**src/rtl/sram_arbiter.sv**
```systemverilog
// Shares one single-port SRAM between an instruction-fetch port and a data port.
// Each access occupies WAIT_CYCLES SRAM cycles, then the winner gets a one-cycle ready.
module sram_arbiter #(
  parameter int unsigned WAIT_CYCLES = 3,
  parameter int unsigned ADDR_W      = 17
) (
  input  logic              clk,
  input  logic              rst,
  input  logic              if_req,
  input  logic [31:0]       if_addr,
  output logic [31:0]       if_rdata,
  output logic              if_ready,
  output logic              freeze,
  input  logic              mem_rd_en,
  input  logic              mem_wr_en,
  input  logic [31:0]       mem_addr,
  input  logic [31:0]       mem_wdata,
  output logic [31:0]       mem_rdata,
  output logic              mem_ready,
  output logic              mem_freeze,
  output logic [ADDR_W-1:0] sram_addr,
  output logic [31:0]       sram_wdata,
  output logic              sram_we,
  output logic              sram_oe,
  input  logic [31:0]       sram_rdata
);

  localparam int unsigned CNT_W = 4;

  typedef enum logic [1:0] {IDLE, ACCESS, DONE} state_t;

  state_t           state, next_state;
  logic [CNT_W-1:0] cnt;
  logic             sel_mem;
  logic             is_write;
  logic             last_mem;
  logic             mem_req;
  logic             pick_mem;
  logic             pick_wr;
  logic             grant;
  logic             finish;

  // Byte-offset bits and address bits above the SRAM range carry no information.
  logic unused_addr;
  assign unused_addr = ^{if_addr[31:ADDR_W+2], if_addr[1:0],
                         mem_addr[31:ADDR_W+2], mem_addr[1:0]};

  assign mem_req    = mem_rd_en | mem_wr_en;
  assign freeze     = if_req & ~if_ready;
  assign mem_freeze = mem_req & ~mem_ready;

  // Round-robin on contention: data wins unless it was the last port served.
  assign pick_mem = mem_req & (~if_req | ~last_mem);
  assign pick_wr  = pick_mem & mem_wr_en;

  always_ff @(posedge clk or posedge rst) begin
    if (rst) state <= IDLE;
    else     state <= next_state;
  end

  always_comb begin
    next_state = state;
    grant      = 1'b0;
    finish     = 1'b0;
    case (state)
      IDLE: begin
        if (if_req | mem_req) begin
          grant      = 1'b1;
          next_state = ACCESS;
        end
      end
      ACCESS: begin
        if (cnt == CNT_W'(WAIT_CYCLES - 1)) begin
          finish     = 1'b1;
          next_state = DONE;
        end
      end
      DONE:    next_state = IDLE;
      default: next_state = IDLE;
    endcase
  end

  // Latched request, SRAM strobes, captured read data and ready pulses.
  always_ff @(posedge clk or posedge rst) begin
    if (rst) begin
      cnt        <= '0;
      sel_mem    <= 1'b0;
      is_write   <= 1'b0;
      last_mem   <= 1'b0;
      sram_addr  <= '0;
      sram_wdata <= '0;
      sram_we    <= 1'b0;
      sram_oe    <= 1'b0;
      if_rdata   <= '0;
      mem_rdata  <= '0;
      if_ready   <= 1'b0;
      mem_ready  <= 1'b0;
    end else begin
      if_ready  <= 1'b0;
      mem_ready <= 1'b0;
      if (grant) begin
        cnt        <= '0;
        sel_mem    <= pick_mem;
        is_write   <= pick_wr;
        sram_addr  <= pick_mem ? mem_addr[ADDR_W+1:2] : if_addr[ADDR_W+1:2];
        sram_wdata <= pick_wr ? mem_wdata : 32'h0;
        sram_we    <= pick_wr;
        sram_oe    <= ~pick_wr;
      end else if (state == ACCESS) begin
        cnt <= cnt + CNT_W'(1);
      end
      if (finish) begin
        sram_we <= 1'b0;
        sram_oe <= 1'b0;
        if (sel_mem) begin
          mem_ready <= 1'b1;
          if (!is_write) mem_rdata <= sram_rdata;
        end else begin
          if_ready <= 1'b1;
          if_rdata <= sram_rdata;
        end
      end
      if (state == DONE) last_mem <= sel_mem;
    end
  end

endmodule

```
**config.mk**
```make
export PLATFORM = sky130hd
export DESIGN_NAME = sram_arbiter
export DESIGN_NICKNAME = d
export VERILOG_FILES = /design/src/rtl/sram_arbiter.sv
export SDC_FILE = /design/constraint.sdc
export NUM_CORES = 1
export LEC_CHECK = 0
export CAP_MARGIN = 15
export CORE_MARGIN = 1
export CORE_UTILIZATION = 30
export CTS_BUF_LIST = sky130_fd_sc_hd__clkbuf_4
export DETAILED_ROUTE_END_ITERATION = 10
export SYNTH_ARGS = -nofsm -noshare
export SYNTH_HDL_FRONTEND = slang
export SYNTH_SLANG_ARGS = --single-unit
```
**constraint.sdc**
```tcl
create_clock -name clk -period 4.1 [get_ports clk]
set_input_delay 0.41 -clock clk [delete_from_list [all_inputs] [get_ports clk]]
set_output_delay 0.41 -clock clk [all_outputs]
set_load 0.01 [all_outputs]
```
==> impl_metrics.tcl, run 1 <==
set metrics [dict create \
    synth-edff-count 0 \
    cts_resized 0 \
    core_um2 15900 \
    leakagePower_nw 3.24 \
    hp-class "in2async" \
    grt_usage_pct 15.1 \
    nets 699 \
    cp-start-kind "primary input" \
    wl_per_cell_um 15.6 \
    diodes 0 \
    setup_tns_ns 0 \
    pre_cts_ws_ns 1.35 \
    ctsHoldBuffers 0 \
    max_stage_delay_ns 0.63 \
    layout_worst_path_cycle_share_pct 53.2 \
    antenna_left 0 \
    rsz0062_at_grt "no" \
    placed_cell_area_um2 7330 \
    tightest_slew_ns 1.01 \
    cpMostUsedCell "clkdlybuf4s50_1" \
    rows 46 \
    crit_chain "clkdlybuf4s50_1 -> nor2b_1 -> clkdlybuf4s50_1" \
    grt_max_degree 65 \
    design_area_um2 7650 \
    dieWidth_um 130 \
    syn_area_um2 4900 \
    drt-total-wl_um 12400 \
    drt_iter0_markers 115 \
    async_reset_ff_share_pct 100 \
    min_period_ns 2.18 \
    h-tree-depth 4 \
    relSlewSlack_pct 32.5 \
    vdd_drop_max_v 0.000269 \
    drive_above_1_share_pct 15.3 \
    slew_viol_final 0 \
    syn2layout_area_growth_pct 56.2 \
    cts_root_buf "clkbuf_4" \
    critPathTopFamily "buffers and inverters" \
    drc_errors 0 \
    avgSynthCellArea_um2 14.4 \
    start_util_pct 30.8 \
    syn_inst 340 \
    synth.top_cell.area_share_pct 64.4 \
    antenna_found_initial 0 \
    synth_cell_types 32 \
    cts_tree "built" \
    critical_path.slowest_cell "clkdlybuf4s50_1" \
    vias 3632 \
    timing_hold_violations_final 0 \
    dp_hpwl_um 8410 \
    yosysTopAreaCell "dfrtp_1" \
    fin_ws_ns 1.92 \
    ios 252 \
    synth_most_common_cell "dfrtp_1" \
    cp_num_buf_inv 2 \
    cts_max_path_buffers 2 \
    die_y_um 130 \
    synth_nets 475 \
    fin_worst_skew_ns 0.00783 \
    p_comb_share_pct 45.5 \
    cp.arrival_ns 1.77 \
    yosysWarnings 0 \
    die_area_um2 16800 \
    ys_seq_elements 126 \
    gp_congestion 0.729 \
    numCtsBuffers 17 \
    drv_cap 0 \
    power.density_nw_per_um2 719 \
    final_util_pct 48.2 \
    synth_ff_type "dfrtp_1" \
    grt_pass1_wl_um 19200 \
    seqCellArea_um2 3150 \
    synth_common_cells "dfrtp_1, mux2_2, o21ai_0" \
    power.switching_mw 1.79 \
    cts.sinks 126 \
    cts.clk_slew.worst_paths_ns 0.11 \
    clock_latency_ns 0.53 \
    internal_power_mw 3.72 \
    cp-end-kind "output pin" \
    sequentialPowerShare_pct 38.5 \
    fmax_mhz 458 \
    swShare_pct 32.4 \
    hold_ws_ns 0.360 \
    multi_input_area_um2 1630 \
    power_frac_clock_pct 16.0 \
    ys_seq_area_share_pct 64.4 \
    fillers 1431 \
    portBuffers 221 \
    synth.area.top_cells "dfrtp_1, mux2_2, a22o_1" \
    outcome "completed" \
    viasPerCell 4.58 \
    cp_data_required_time_ns 3.69 \
    grt_pass1_vias 3753 \
    post-cts-setup-buffers 0 \
    setup_viol 0 \
    dr.pass1.iters 4 \
    criticalPathCategory "in2out" \
    crit_path_max_fanout 4 \
    grt_overflow 0 \
]
-- path summary, 6_finish.rpt --
path                                from              to  slack, ns  depth (start not counted)
max reg2reg                       cnt[0]    if_rdata[30]       1.97                          6
min in group clk           mem_wdata[19]  sram_wdata[19]       0.46                          2
max                               if_req          freeze       1.92                          3
min reg2reg                     is_write        is_write       0.49                          1
max in group asynchronous            rst         sram_oe       2.87                          3
min                                  rst   sram_wdata[6]       0.36                          2
-- power groups by stage --
stage | clock, mW | combinational [mW] | sequential [mW]
after floorplan | 0 | 0.896 | 2.36
after global placement | 0 | 2.48 | 2.13
after detailed placement | 0 | 2.53 | 2.14
after CTS | 0.915 | 2.53 | 2.12
after global routing | 0.966 | 2.71 | 2.19
final | 0.879 | 2.50 | 2.12
-- flip-flops by register name (all words and copies together), names as in the netlist --
register    cells
is_write        1
if_ready        1
sram_oe         1
mem_rdata      32
sram_we         1
cnt             4
state           2
sram_addr      17
sram_wdata     32
sel_mem         1
last_mem        1
mem_ready       1
if_rdata       32
-- metal layers --
layer | track usage, % | share of wire (%) | up-vias
li1 | - | - | 1695
met1 | 18.5 | 44 | 1765
met2 | 23.6 | 47 | 151
met3 | 5.66 | 7.2 | 21
met4 | 7.11 | 2.2 | 0
met5 | 0 | 0 | -
-- kinds of logic after synthesis --
family / share of synthesized area [%]
AO/OA/AOI/OAI: 10.7
XOR/XNOR: 0.179
adder cells (fa/ha/maj): 0.511
buffers and inverters: 2.68
flip-flops: 64.4
multiplexers: 18.6
AND/OR/NAND/NOR: 2.96
-- layout make-up --
cell class	instances	share of cell area (%)
timing repair buffer	228	30.1
inverter	3	0.180
tap	216	3.53
sequential	126	41.2
multi-input combinational	188	21.3
clock buffer	18	1.77
clock inverter	14	1.96
-- worst register-to-register path, stage by stage (launching register included) --
cell and delay [ns]:
dfrtp_1 0.44, inv_1 0.08, ha_1 0.15, or3b_1 0.40
nor3_4 0.12, buf_4 0.44, mux2_2 0.40
-- through the flow --
step                power [mW]  instances
finish                    5.50        793
global route              5.86        793
CTS                       5.57        791
detailed placement        4.67        759
global placement          4.60        759
floorplan                 3.26        340
-- layout by cell type, fill, tap and decap left out, types with 2 or more instances in the layout --
cell	synthesis	routed
a22o_1	32	32
and3_1	2	2
buf_4	0	4
bufinv_16	0	3
clkbuf_4	0	18
clkdlybuf4s50_1	0	221
clkinv_1	0	3
clkinv_2	0	5
clkinvlp_4	0	2
dfrtp_1	126	126
ha_1	2	2
inv_1	3	2
mux2_1	19	19
mux2_2	46	46
mux2i_1	18	18
nand2_1	2	2
nor2_1	6	6
nor2b_1	3	3
o21ai_0	40	40
Power figures use the tool's default switching activity.
==> run 2, diff against run 1 <==
Settings changed: PLACE_DENSITY set to 0.66.
Clock period 4.1 ns to 1.8 ns, I/O delays scaled along.
==> run 2 against run 1 <==
The flow now finishes with violations (negative setup slack). Utilization is 0.77 points higher. Clock power is 96% higher. Non-clock buffer count is 13 higher. Combinational power is 140% higher. Sequential cell count stayed put. Largest cell class unchanged. Highest routed layer unchanged.
==> impl_metrics.tcl, run 2 (synthesis results as in run 1) <==
set metrics [dict create \
    cp_data_required_time_ns 2.21 \
    core_um2 15900 \
    cp-end-kind "flop" \
    cts.clk_slew.worst_paths_ns 0.11 \
    sequentialPowerShare_pct 38.3 \
    grt_pass1_vias 3890 \
    fin_worst_skew_ns 0.0149 \
    tightest_slew_ns 0.514 \
    antenna_left 0 \
    drt_iter0_markers 140 \
    hp-class "in2async" \
    grt_max_degree 96 \
    die_area_um2 16800 \
    leakagePower_nw 3.31 \
    dp_cells 770 \
    numCtsBuffers 17 \
    vias 3648 \
    cp.arrival_ns 2.33 \
    critical_path.slowest_cell "dfrtp_1" \
    reg2reg_slack_ns -0.11 \
    h-tree-depth 4 \
    cts_max_path_buffers 2 \
    power.density_nw_per_um2 1620 \
    max_stage_delay_ns 0.40 \
    grt_overflow 0 \
    dr.pass1.iters 4 \
    start_util_pct 30.8 \
    drc_errors 0 \
    viasPerCell 4.52 \
    cts.sinks 126 \
    power_frac_clock_pct 13.6 \
    crit_chain "inv_1 -> ha_1 -> or3b_4 -> nor3_4 -> buf_4 -> buf_6 -> mux2_1" \
    total_power_mw 12.6 \
    cp-start-kind "flop" \
    ios 252 \
    rows 46 \
    outcome "complete, but fails checks" \
    fillers 1426 \
    grt_usage_pct 15.8 \
    violations "negative setup slack" \
    cts_tree "built" \
    internal_power_mw 8.46 \
    slew_viol_final 0 \
    criticalPathCategory "reg2reg" \
    die_y_um 130 \
    wl_per_cell_um 15.9 \
    layout_worst_path_cycle_share_pct 106 \
    final_util_pct 48.9 \
    rsz0062_at_grt "yes" \
    portBuffers 221 \
    stdcell_count 807 \
    syn2layout_area_growth_pct 58.7 \
    setup_viol 32 \
    dp_hpwl_um 9020 \
    vdd_drop_max_v 0.000816 \
    timing_hold_violations_final 0 \
    nets 712 \
    p_comb_share_pct 48.0 \
    drive_above_1_share_pct 18.5 \
    final_common_cell "clkdlybuf4s50_1" \
    clock_latency_ns 0.52 \
    relSlewSlack_pct 65.8 \
    fmax_mhz 523 \
    fin_ws_ns -0.113 \
    power.switching_mw 4.14 \
    top_regs "if_rdata x32, mem_rdata x32, sram_wdata x32" \
    min_period_ns 1.91 \
    ctsHoldBuffers 0 \
    final_cell_mix "clkdlybuf4s50_1, dfrtp_1, mux2_2" \
    cts_root_buf "clkbuf_4" \
    gp_congestion 0.696 \
    crit_path_max_fanout 5 \
    grt_pass1_wl_um 19900 \
    drv_cap 0 \
    antenna_found_initial 1 \
    drt-total-wl_um 12800 \
    dieWidth_um 130 \
    swShare_pct 32.9 \
]
[run 2: cell types whose count changed in the layout (fill, tap and decap cells not counted), sizes merged]
| cell | before | now |
|---|---|---|
| buf | 6 | 20 |
| bufinv | 3 | 1 |
| clkdlybuf4s50 | 221 | 219 |
| dlygate4sd2 | 0 | 2 |
| clkinv | 9 | 10 |
| clkinvlp | 2 | 3 |
| diode | 0 | 1 |
| inv | 3 | 2 |
[run 2: final cells by class]
type	instances	area, um^2	area share (%)
inverter	3	15.0	0.193
clock inverter	13	100	1.29
sequential	126	3150	40.6
timing repair buffer	241	2430	31.3
antenna	1	2.50	0.0322
clock buffer	19	143	1.83
multi-input combinational	188	1660	21.4
tap	216	270	3.48
[run 2: per-layer routing]
metal	GRT usage (%)	up-vias	wire [um]
met5	0	-	0
met1	18.9	1801	5390
met4	5.54	0	131
met3	5.86	12	884
li1	-	1711	-
met2	26.1	124	6420
[run 2: critical path: cells and delay by family (launching register included)]
kind | cells | cell delay, ns
adders and majority gates | 1 | 0.16
muxes | 1 | 0.32
and+or+nand+nor | 2 | 0.58
buffers and inverters | 3 | 0.35
DFF | 1 | 0.40
[run 2: power groups by stage]
stage	Sequential (mW)	Clock (mW)	Combinational [mW]
floorplan	5.38	0	2.11
global placement	4.83	0	5.95
detailed placement	4.88	0	6.08
CTS	4.84	1.83	6.14
global route	5.01	1.95	6.53
finish	4.83	1.72	6.05
[run 2: path summary, 6_finish.rpt]
kind | endpoint | start | cells past startpoint
min in group clk | sram_wdata[14] | mem_wdata[14] | 2
max reg2reg | if_rdata[5] | cnt[0] | 7
max | if_rdata[5] | cnt[0] | 7
min | mem_rdata[22] | rst | 3
max in group asynchronous | if_rdata[0] | rst | 3
min reg2reg | is_write | is_write | 1
[run 2: timing repair]
item	in CTS	in global routing
buffers inserted	3	0
gates cloned	1	0
pin swaps	1	0
gates resized for setup	7	1
setup endpoints to repair	66	55
[run 2: stage by stage]
step / instance area (um^2) / setup TNS (ns) / setup WS, ns / hold WS [ns]
after floorplan: 4920 / -1.53 / -0.0568 / 0.313
after global placement: 7480 / -3.71 / -0.0729 / 0.464
after detailed placement: 7480 / -6.21 / -0.125 / 0.475
after CTS: 7770 / -3.67 / -0.146 / 0.0929
after global routing: 7770 / -6.98 / -0.220 / 0.117
final: 7770 / -2.93 / -0.113 / 0.146
==> run 3, diff against run 2 <==
Settings changed: CTS_CLUSTER_DIAMETER set to 60.
==> results of run 3 <==
Same layout as run 2: the final DEF is identical, and so are final timing and power.
